### src/rtl/conv_zbuf_if.sv
// conv_zbuf_if -- bundle of every conv_zbuf signal except clock and reset.
//
// Parameters:
//   DATA_W  width of a result word
//   ADDR_W  result address width (buffer depth is 2**ADDR_W)
//
// Signals (direction seen from the buffer, i.e. the slave modport):
//   cap_start  in   arm capture of a new convolution result (pulse)
//   abort      in   return to IDLE from any state (pulse)
//   writeZ     in   result write strobe from the convolution core
//   memZ_addr  in   result write address
//   dataZ      in   result write data
//   conv_done  in   completion pulse from the convolution core
//   out_data   out  drained result word
//   out_valid  out  out_data is valid
//   out_ready  in   consumer accepts out_data
//   out_last   out  current word is the final word
//   zlen       out  number of captured words (highest written address + 1)
//   busy       out  high while capturing or draining
//   drain_done out  one-cycle pulse when the final word is accepted
//   err        out  sticky flag: writeZ seen outside CAPTURE
//
// The master modport is the producer/consumer side (core + sink);
// the slave modport is the buffer itself.
interface conv_zbuf_if #(
   parameter int DATA_W = 32,
   parameter int ADDR_W = 6
);
   logic              cap_start;
   logic              abort;
   logic              writeZ;
   logic [ADDR_W-1:0] memZ_addr;
   logic [DATA_W-1:0] dataZ;
   logic              conv_done;
   logic [DATA_W-1:0] out_data;
   logic              out_valid;
   logic              out_ready;
   logic              out_last;
   logic [ADDR_W:0]   zlen;
   logic              busy;
   logic              drain_done;
   logic              err;

   modport master (
      output cap_start, abort, writeZ, memZ_addr, dataZ, conv_done, out_ready,
      input  out_data, out_valid, out_last, zlen, busy, drain_done, err
   );

   modport slave (
      input  cap_start, abort, writeZ, memZ_addr, dataZ, conv_done, out_ready,
      output out_data, out_valid, out_last, zlen, busy, drain_done, err
   );
endinterface

### src/rtl/conv_zbuf.sv
// conv_zbuf -- capture buffer for convolution results.
//
// The convolution core writes result words at arbitrary addresses while the
// buffer is in CAPTURE. On conv_done the buffer drains entries
// 0 .. zlen-1 over a valid/ready stream, one word per cycle, flagging the
// final word with out_last and pulsing drain_done when it is accepted.
//
// Ports:
//   clk    system clock, all state changes on the rising edge
//   rst_n  synchronous active-low reset
//   zb     conv_zbuf_if.slave carrying the capture, stream and status signals
//
// Optional feature (macro ZBUF_ZERO_FILL_EN):
//   when defined, reset and entry into CAPTURE clear every entry to 0 so that
//   unwritten holes drain as 0. When undefined, the storage is a plain RAM
//   and holes drain whatever the entry held before.
module conv_zbuf #(
   parameter int DATA_W = 32,
   parameter int ADDR_W = 6
) (
   input  logic        clk,
   input  logic        rst_n,
   conv_zbuf_if.slave  zb
);
   localparam int DEPTH = 2 ** ADDR_W;
   localparam logic [ADDR_W-1:0] ONE_A = ADDR_W'(1);
   localparam logic [ADDR_W:0]   ONE_Z = (ADDR_W + 1)'(1);
   localparam logic [ADDR_W:0]   TWO_Z = (ADDR_W + 1)'(2);

   typedef enum logic [1:0] {
      IDLE    = 2'd0,
      CAPTURE = 2'd1,
      DRAIN   = 2'd2
   } state_t;

   state_t            state_reg;
   logic [ADDR_W:0]   zlen_reg;
   logic [ADDR_W-1:0] rd_ptr_reg;
   logic              out_valid_reg;
   logic              out_last_reg;
   logic              busy_reg;
   logic              drain_done_reg;
   logic              err_reg;
   logic [DATA_W-1:0] out_data_reg;

   logic [DATA_W-1:0] mem [DEPTH];

   logic              wr_en;
   logic [ADDR_W:0]   wr_len;
   logic [ADDR_W:0]   zlen_cap;
   logic [ADDR_W-1:0] rd_addr_next;
   logic              last_next_hit;

   // A capture write is blocked by reset and by abort, which outrank
   // every other input.
   assign wr_en  = rst_n && !zb.abort && (state_reg == CAPTURE) && zb.writeZ;
   assign wr_len = {1'b0, zb.memZ_addr} + ONE_Z;

   // Length after this cycle's write, so a write coinciding with conv_done
   // is counted before the drain starts.
   assign zlen_cap = (wr_en && (wr_len > zlen_reg)) ? wr_len : zlen_reg;

   // The word after rd_ptr is the last one when rd_ptr + 2 == zlen.
   assign last_next_hit = (({1'b0, rd_ptr_reg} + TWO_Z) == zlen_reg);

   // Address the read port must present next cycle. The read is registered,
   // so the pointer is looked ahead by one edge.
   always_comb begin
      rd_addr_next = rd_ptr_reg;
      if ((state_reg == CAPTURE) && zb.conv_done) begin
         rd_addr_next = '0;
      end else if ((state_reg == DRAIN) && zb.out_ready && !out_last_reg) begin
         rd_addr_next = rd_ptr_reg + ONE_A;
      end
   end

   // Control state machine with registered outputs.
   always_ff @(posedge clk) begin
      if (!rst_n) begin
         state_reg      <= IDLE;
         zlen_reg       <= '0;
         rd_ptr_reg     <= '0;
         out_valid_reg  <= 1'b0;
         out_last_reg   <= 1'b0;
         busy_reg       <= 1'b0;
         drain_done_reg <= 1'b0;
         err_reg        <= 1'b0;
      end else begin
         drain_done_reg <= 1'b0;
         if (zb.abort) begin
            // zlen is intentionally kept so software can inspect it.
            state_reg     <= IDLE;
            rd_ptr_reg    <= '0;
            out_valid_reg <= 1'b0;
            out_last_reg  <= 1'b0;
            busy_reg      <= 1'b0;
         end else begin
            case (state_reg)
               IDLE: begin
                  if (zb.writeZ) begin
                     err_reg <= 1'b1;
                  end
                  // Arming clears err even if a stray write arrives alongside.
                  if (zb.cap_start) begin
                     state_reg <= CAPTURE;
                     zlen_reg  <= '0;
                     err_reg   <= 1'b0;
                     busy_reg  <= 1'b1;
                  end
               end
               CAPTURE: begin
                  zlen_reg <= zlen_cap;
                  if (zb.conv_done) begin
                     rd_ptr_reg <= '0;
                     if (zlen_cap != '0) begin
                        state_reg     <= DRAIN;
                        out_valid_reg <= 1'b1;
                        out_last_reg  <= (zlen_cap == ONE_Z);
                     end else begin
                        // Nothing captured: finish without streaming.
                        state_reg      <= IDLE;
                        busy_reg       <= 1'b0;
                        drain_done_reg <= 1'b1;
                     end
                  end
               end
               DRAIN: begin
                  if (zb.writeZ) begin
                     err_reg <= 1'b1;
                  end
                  if (zb.out_ready) begin
                     if (out_last_reg) begin
                        state_reg      <= IDLE;
                        out_valid_reg  <= 1'b0;
                        out_last_reg   <= 1'b0;
                        busy_reg       <= 1'b0;
                        drain_done_reg <= 1'b1;
                     end else begin
                        rd_ptr_reg   <= rd_ptr_reg + ONE_A;
                        out_last_reg <= last_next_hit;
                     end
                  end
               end
               default: begin
                  state_reg     <= IDLE;
                  out_valid_reg <= 1'b0;
                  out_last_reg  <= 1'b0;
                  busy_reg      <= 1'b0;
               end
            endcase
         end
      end
   end

   // Storage write port.
`ifdef ZBUF_ZERO_FILL_EN
   logic clear_en;
   assign clear_en = !zb.abort && (state_reg == IDLE) && zb.cap_start;

   always_ff @(posedge clk) begin
      if (!rst_n || clear_en) begin
         for (int i = 0; i < DEPTH; i++) begin
            mem[i] <= '0;
         end
      end else if (wr_en) begin
         mem[zb.memZ_addr] <= zb.dataZ;
      end
   end
`else
   always_ff @(posedge clk) begin
      if (wr_en) begin
         mem[zb.memZ_addr] <= zb.dataZ;
      end
   end
`endif

   // Registered read port. The bypass covers a write landing on the entry
   // being fetched in the same cycle (write together with conv_done at
   // address 0). While stalled the same address is re-read, and no writes
   // occur during DRAIN, so out_data stays stable.
   always_ff @(posedge clk) begin
      if (wr_en && (zb.memZ_addr == rd_addr_next)) begin
         out_data_reg <= zb.dataZ;
      end else begin
         out_data_reg <= mem[rd_addr_next];
      end
   end

   assign zb.out_data   = out_data_reg;
   assign zb.out_valid  = out_valid_reg;
   assign zb.out_last   = out_last_reg;
   assign zb.zlen       = zlen_reg;
   assign zb.busy       = busy_reg;
   assign zb.drain_done = drain_done_reg;
   assign zb.err        = err_reg;
endmodule

### src/flat_wrapper.sv
// flat-port wrapper written by rule: the top's interface ports become plain ports
module conv_zbuf_flat 
#(
   parameter int DATA_W = 32,
   parameter int ADDR_W = 6
)
  (clk, rst_n, zb_cap_start, zb_abort, zb_writeZ, zb_memZ_addr, zb_dataZ, zb_conv_done, zb_out_ready, zb_out_data, zb_out_valid, zb_out_last, zb_zlen, zb_busy, zb_drain_done, zb_err);
  conv_zbuf_if #(.DATA_W(DATA_W), .ADDR_W(ADDR_W)) zb_i ();
  input  logic clk;
  input  logic rst_n;
  input wire logic [$bits(zb_i.cap_start)-1:0] zb_cap_start;
  input wire logic [$bits(zb_i.abort)-1:0] zb_abort;
  input wire logic [$bits(zb_i.writeZ)-1:0] zb_writeZ;
  input wire logic [$bits(zb_i.memZ_addr)-1:0] zb_memZ_addr;
  input wire logic [$bits(zb_i.dataZ)-1:0] zb_dataZ;
  input wire logic [$bits(zb_i.conv_done)-1:0] zb_conv_done;
  input wire logic [$bits(zb_i.out_ready)-1:0] zb_out_ready;
  output wire logic [$bits(zb_i.out_data)-1:0] zb_out_data;
  output wire logic [$bits(zb_i.out_valid)-1:0] zb_out_valid;
  output wire logic [$bits(zb_i.out_last)-1:0] zb_out_last;
  output wire logic [$bits(zb_i.zlen)-1:0] zb_zlen;
  output wire logic [$bits(zb_i.busy)-1:0] zb_busy;
  output wire logic [$bits(zb_i.drain_done)-1:0] zb_drain_done;
  output wire logic [$bits(zb_i.err)-1:0] zb_err;
  assign zb_i.cap_start = zb_cap_start;
  assign zb_i.abort = zb_abort;
  assign zb_i.writeZ = zb_writeZ;
  assign zb_i.memZ_addr = zb_memZ_addr;
  assign zb_i.dataZ = zb_dataZ;
  assign zb_i.conv_done = zb_conv_done;
  assign zb_i.out_ready = zb_out_ready;
  assign zb_out_data = zb_i.out_data;
  assign zb_out_valid = zb_i.out_valid;
  assign zb_out_last = zb_i.out_last;
  assign zb_zlen = zb_i.zlen;
  assign zb_busy = zb_i.busy;
  assign zb_drain_done = zb_i.drain_done;
  assign zb_err = zb_i.err;
  conv_zbuf #(.DATA_W(DATA_W), .ADDR_W(ADDR_W)) u_core (.clk(clk), .rst_n(rst_n), .zb(zb_i));
endmodule
### config.mk
export PLATFORM = sky130hd
export DESIGN_NAME = conv_zbuf_flat
export DESIGN_NICKNAME = d
export VERILOG_FILES = /design/src/rtl/conv_zbuf_if.sv /design/src/rtl/conv_zbuf.sv /design/src/flat_wrapper.sv
export SDC_FILE = /design/constraint.sdc
export NUM_CORES = 2
export LEC_CHECK = 0
export BUFFER_PORTS_ARGS = -buffer_cell sky130_fd_sc_hd__buf_4
export CORE_MARGIN = 2
export CORE_UTILIZATION = 60
export DETAILED_ROUTE_END_ITERATION = 6
export PLACE_DENSITY = 0.76
export REMOVE_ABC_BUFFERS = 1
export SLEW_MARGIN = 10
export SYNTH_ARGS = -nofsm -noshare
export SYNTH_HDL_FRONTEND = slang
export SYNTH_SLANG_ARGS = --single-unit
### constraint.sdc
create_clock -name clk -period 5.7 [get_ports clk]
set_clock_uncertainty 0.2 [all_clocks]
set_input_delay 0.285 -clock clk [delete_from_list [all_inputs] [get_ports clk]]
set_output_delay 0.285 -clock clk [all_outputs]
set_load 0.02 [all_outputs]
==> flow_summary.yaml <==
run_status:
  status: "finished with violations"
  violations: "DRC"
setup_path:
  cp_top_family: "multiplexers"
  cp_slowest_stage_delay_ns: 0.87
  timing.critical_path.buf_inv: 2
  arrival_ns: 4.54
  crit_path_end_kind: "primary output"
  worst_ep_required_time_ns: 5.22
  cp_cell_sequence: "buf_4 > mux4_2 > mux4_2 > mux2i_1 > a211oi_1 > buf_4"
  criticalPathCategory: "reg -> out"
  start_kind: "register"
  worstPathMaxFanout: 33
  cpMaxStageDelayCell: "dfxtp_4"
global_routing:
  grt_start_max_net_pins: 86
  grt_first_pass_wirelength_mm: 298
  grt_usage_pct: 31.4
  antenna_found_initial: 5
  overflow: 0
  grt_pass1_vias: 40000
placement:
  io_buffers: 88
  place_ws_ns: 1.47
  dpl.hpwl_mm: 110
  place.gp.congestion: 0.832
cells_and_area:
  layout.nets: 3620
  utilization_pct: 68.5
  area_growth_pct: 13.4
  drive_gt1_share_pct: 32.6
  largest_reg_flops: 2048
sta:
  slew_headroom_pct: 23.2
  fin_tns_setup_ns: 0
  slew_violations: 0
  finalSetupViolations: 0
  worst_pin_slew_ns: 1.15
  period_minus_slack_ns: 5.02
  fmax_ghz: 0.199
  rsz0062_at_grt: "no"
  worst_slack_ns: 0.679
  timing.final.crit_share_pct: 88.1
  hold_viol: 0
  whs_ns: 0.124
power:
  pwr-share-seq_pct: 56.0
  ir_drop_v: 0.000312
  leakage_uw: 0.0270
  p_per_area_nw_per_um2: 332
  p_sw_uw: 5900
  switching_share_pct: 19.7
  power_uw: 29900
  intPower_uw: 24000
  share_comb_of_total_power_pct: 1.2
  clock_power_share_pct: 42.8
synth:
  async_flop_share_pct: 0
  synth_cells: 3268
  synth.area.top_cells: "edfxtp_1 (77%), mux4_2 (18%), dfxtp_1 (0.66%), a22oi_1 (0.50%), nor2_1 (0.46%)"
  synth_top_cell_by_area: "edfxtp_1"
  synth_top_area_share_pct: 77.4
  yosys_warnings: 0
  syn_area_per_cell_um2: 24.3
  synth_cell_types: 49
  synthFlopType: "edfxtp_1"
  synth-edff-count: 2048
  yosysSeqAreaShare_pct: 78.1
  synth_seq_cells: 2074
  syn_area_um2: 79400
clock_network:
  numClockSinks: 2074
  cts-htree-levels: 4
  clock_latency_ns: 0.82
  max-clock-path-buffers: 3
  cts_setup_buffers: 0
  clk_pin_slew_ns: 0.06
  cts_tree: "done"
  cts_buffers: 194
  cts-root-buf: "clkbuf_16"
detailed_routing:
  antenna_left: 0
  drc: 16
  wire_per_inst_um: 38.1
  drt_iter0_markers: 6766
  vias: 39600
  avgViaCountPerCell: 7.22
  wl_mm: 209
  dr.pass1.iters: 7
die:
  boundaryPins: 89
  design.core.area_um2: 131000
  die_y_um: 368
  initial_core_util_pct: 60.4
  die_w_um: 368
  rows: 133
  dieArea_um2: 135000
run:
  maxCapViolCount: 0
worst_hold_path:
  hold_path_class: "in -> reg"
## repair_timing
item,in CTS,in global routing
setup endpoints to repair,0,0
resized for setup,0,0
hold endpoints to repair,2074,0
hold buffers,51,0
## worst register-to-register path: stages, from the launching register on
cell,delay [ns]
dfxtp_1,0.35
inv_1,0.13
ha_1,0.39
nand2_1,0.14
nor3_1,0.62
nand2_1,0.74
nor2_4,1.12
buf_4,0.43
## cell usage after synthesis, types with 15 or more instances
library cell	instances
o21ai_0	15
mux4_2	640
a21oi_1	20
buf_2	51
nand2_1	53
dfxtp_1	26
nor2_1	97
buf_1	25
mux2i_1	16
a22oi_1	53
clkbuf_1	86
edfxtp_1	2048
## area by class of cell
type	count	area, µm²
sequential	2074	62000
fill	7476	41400
multi-input combinational	1007	17100
clock buffer	238	5130
timing repair buffer	271	2450
tap	1755	2200
clock inverter	121	1100
inverter	14	52.6
antenna	3	7.51
## placed cells by master, fill, tap and decap left out, drive strengths merged, types with 5 or more instances in the layout
cell and instances:
clkinv 85, xnor2 5, inv 22, mux2i 16
dfxtp 26, or3 6, bufinv 18, clkbuf 238
a21oi 20, nor2 97, ha 13, nand2 53
edfxtp 2048, nand3b 6, mux2 7, a22oi 53
clkinvlp 10, buf 220, dlygate4sd3 51, nand3 8
o21ai 19, nor2b 9, mux4 640, xor2 6
nor3 7
## path summary, 6_finish.rpt
check                  startpoint             endpoint  slack [ns]  cells after the start
max                      register       zb_out_data[7]        0.68                      6
min                     zb_writeZ  u_core.state_reg[1]        0.12                      6
max reg2reg   u_core.state_reg[1]    u_core.mem[24][3]        1.26                      7
min reg2reg  u_core.rd_ptr_reg[4]             register        0.40                      2
## per-stage QoR
step	std cells	area [µm²]
5_1_grt	5480	90100
2_1_floorplan	3095	78700
6_report	5483	90100
3_5_place_dp	5070	83300
4_1_cts	5480	90100
3_3_place_gp	5070	83300
## power groups by stage
stage	Combinational (µW)	Sequential (µW)	Clock (µW)
after CTS	354	16700	12900
final	360	16700	12800
after global placement	291	17100	0
after floorplan	39.1	17100	0
after detailed placement	324	17100	0
after global routing	385	16700	13400
## kinds of logic after synthesis
family | share of synthesized area [%]
flip-flops | 78.1
multiplexers | 18.4
AND/OR/NAND/NOR | 1.15
buffers and inverters | 1.03
AO/OA/AOI/OAI | 0.972
adder cells (fa/ha/maj) | 0.205
XOR/XNOR | 0.121
## metal layers
metal  global-route usage [%]  up-vias  part of all wire (%)
met4                     13.0        6                   4.7
met2                     51.1     3364                    50
met3                     6.11      559                    11
met1                     42.5    20900                    34
li1                         -    14700                     -
met5                        0        -                 0.018
Note: power is estimated with default switching activity, not from simulation.
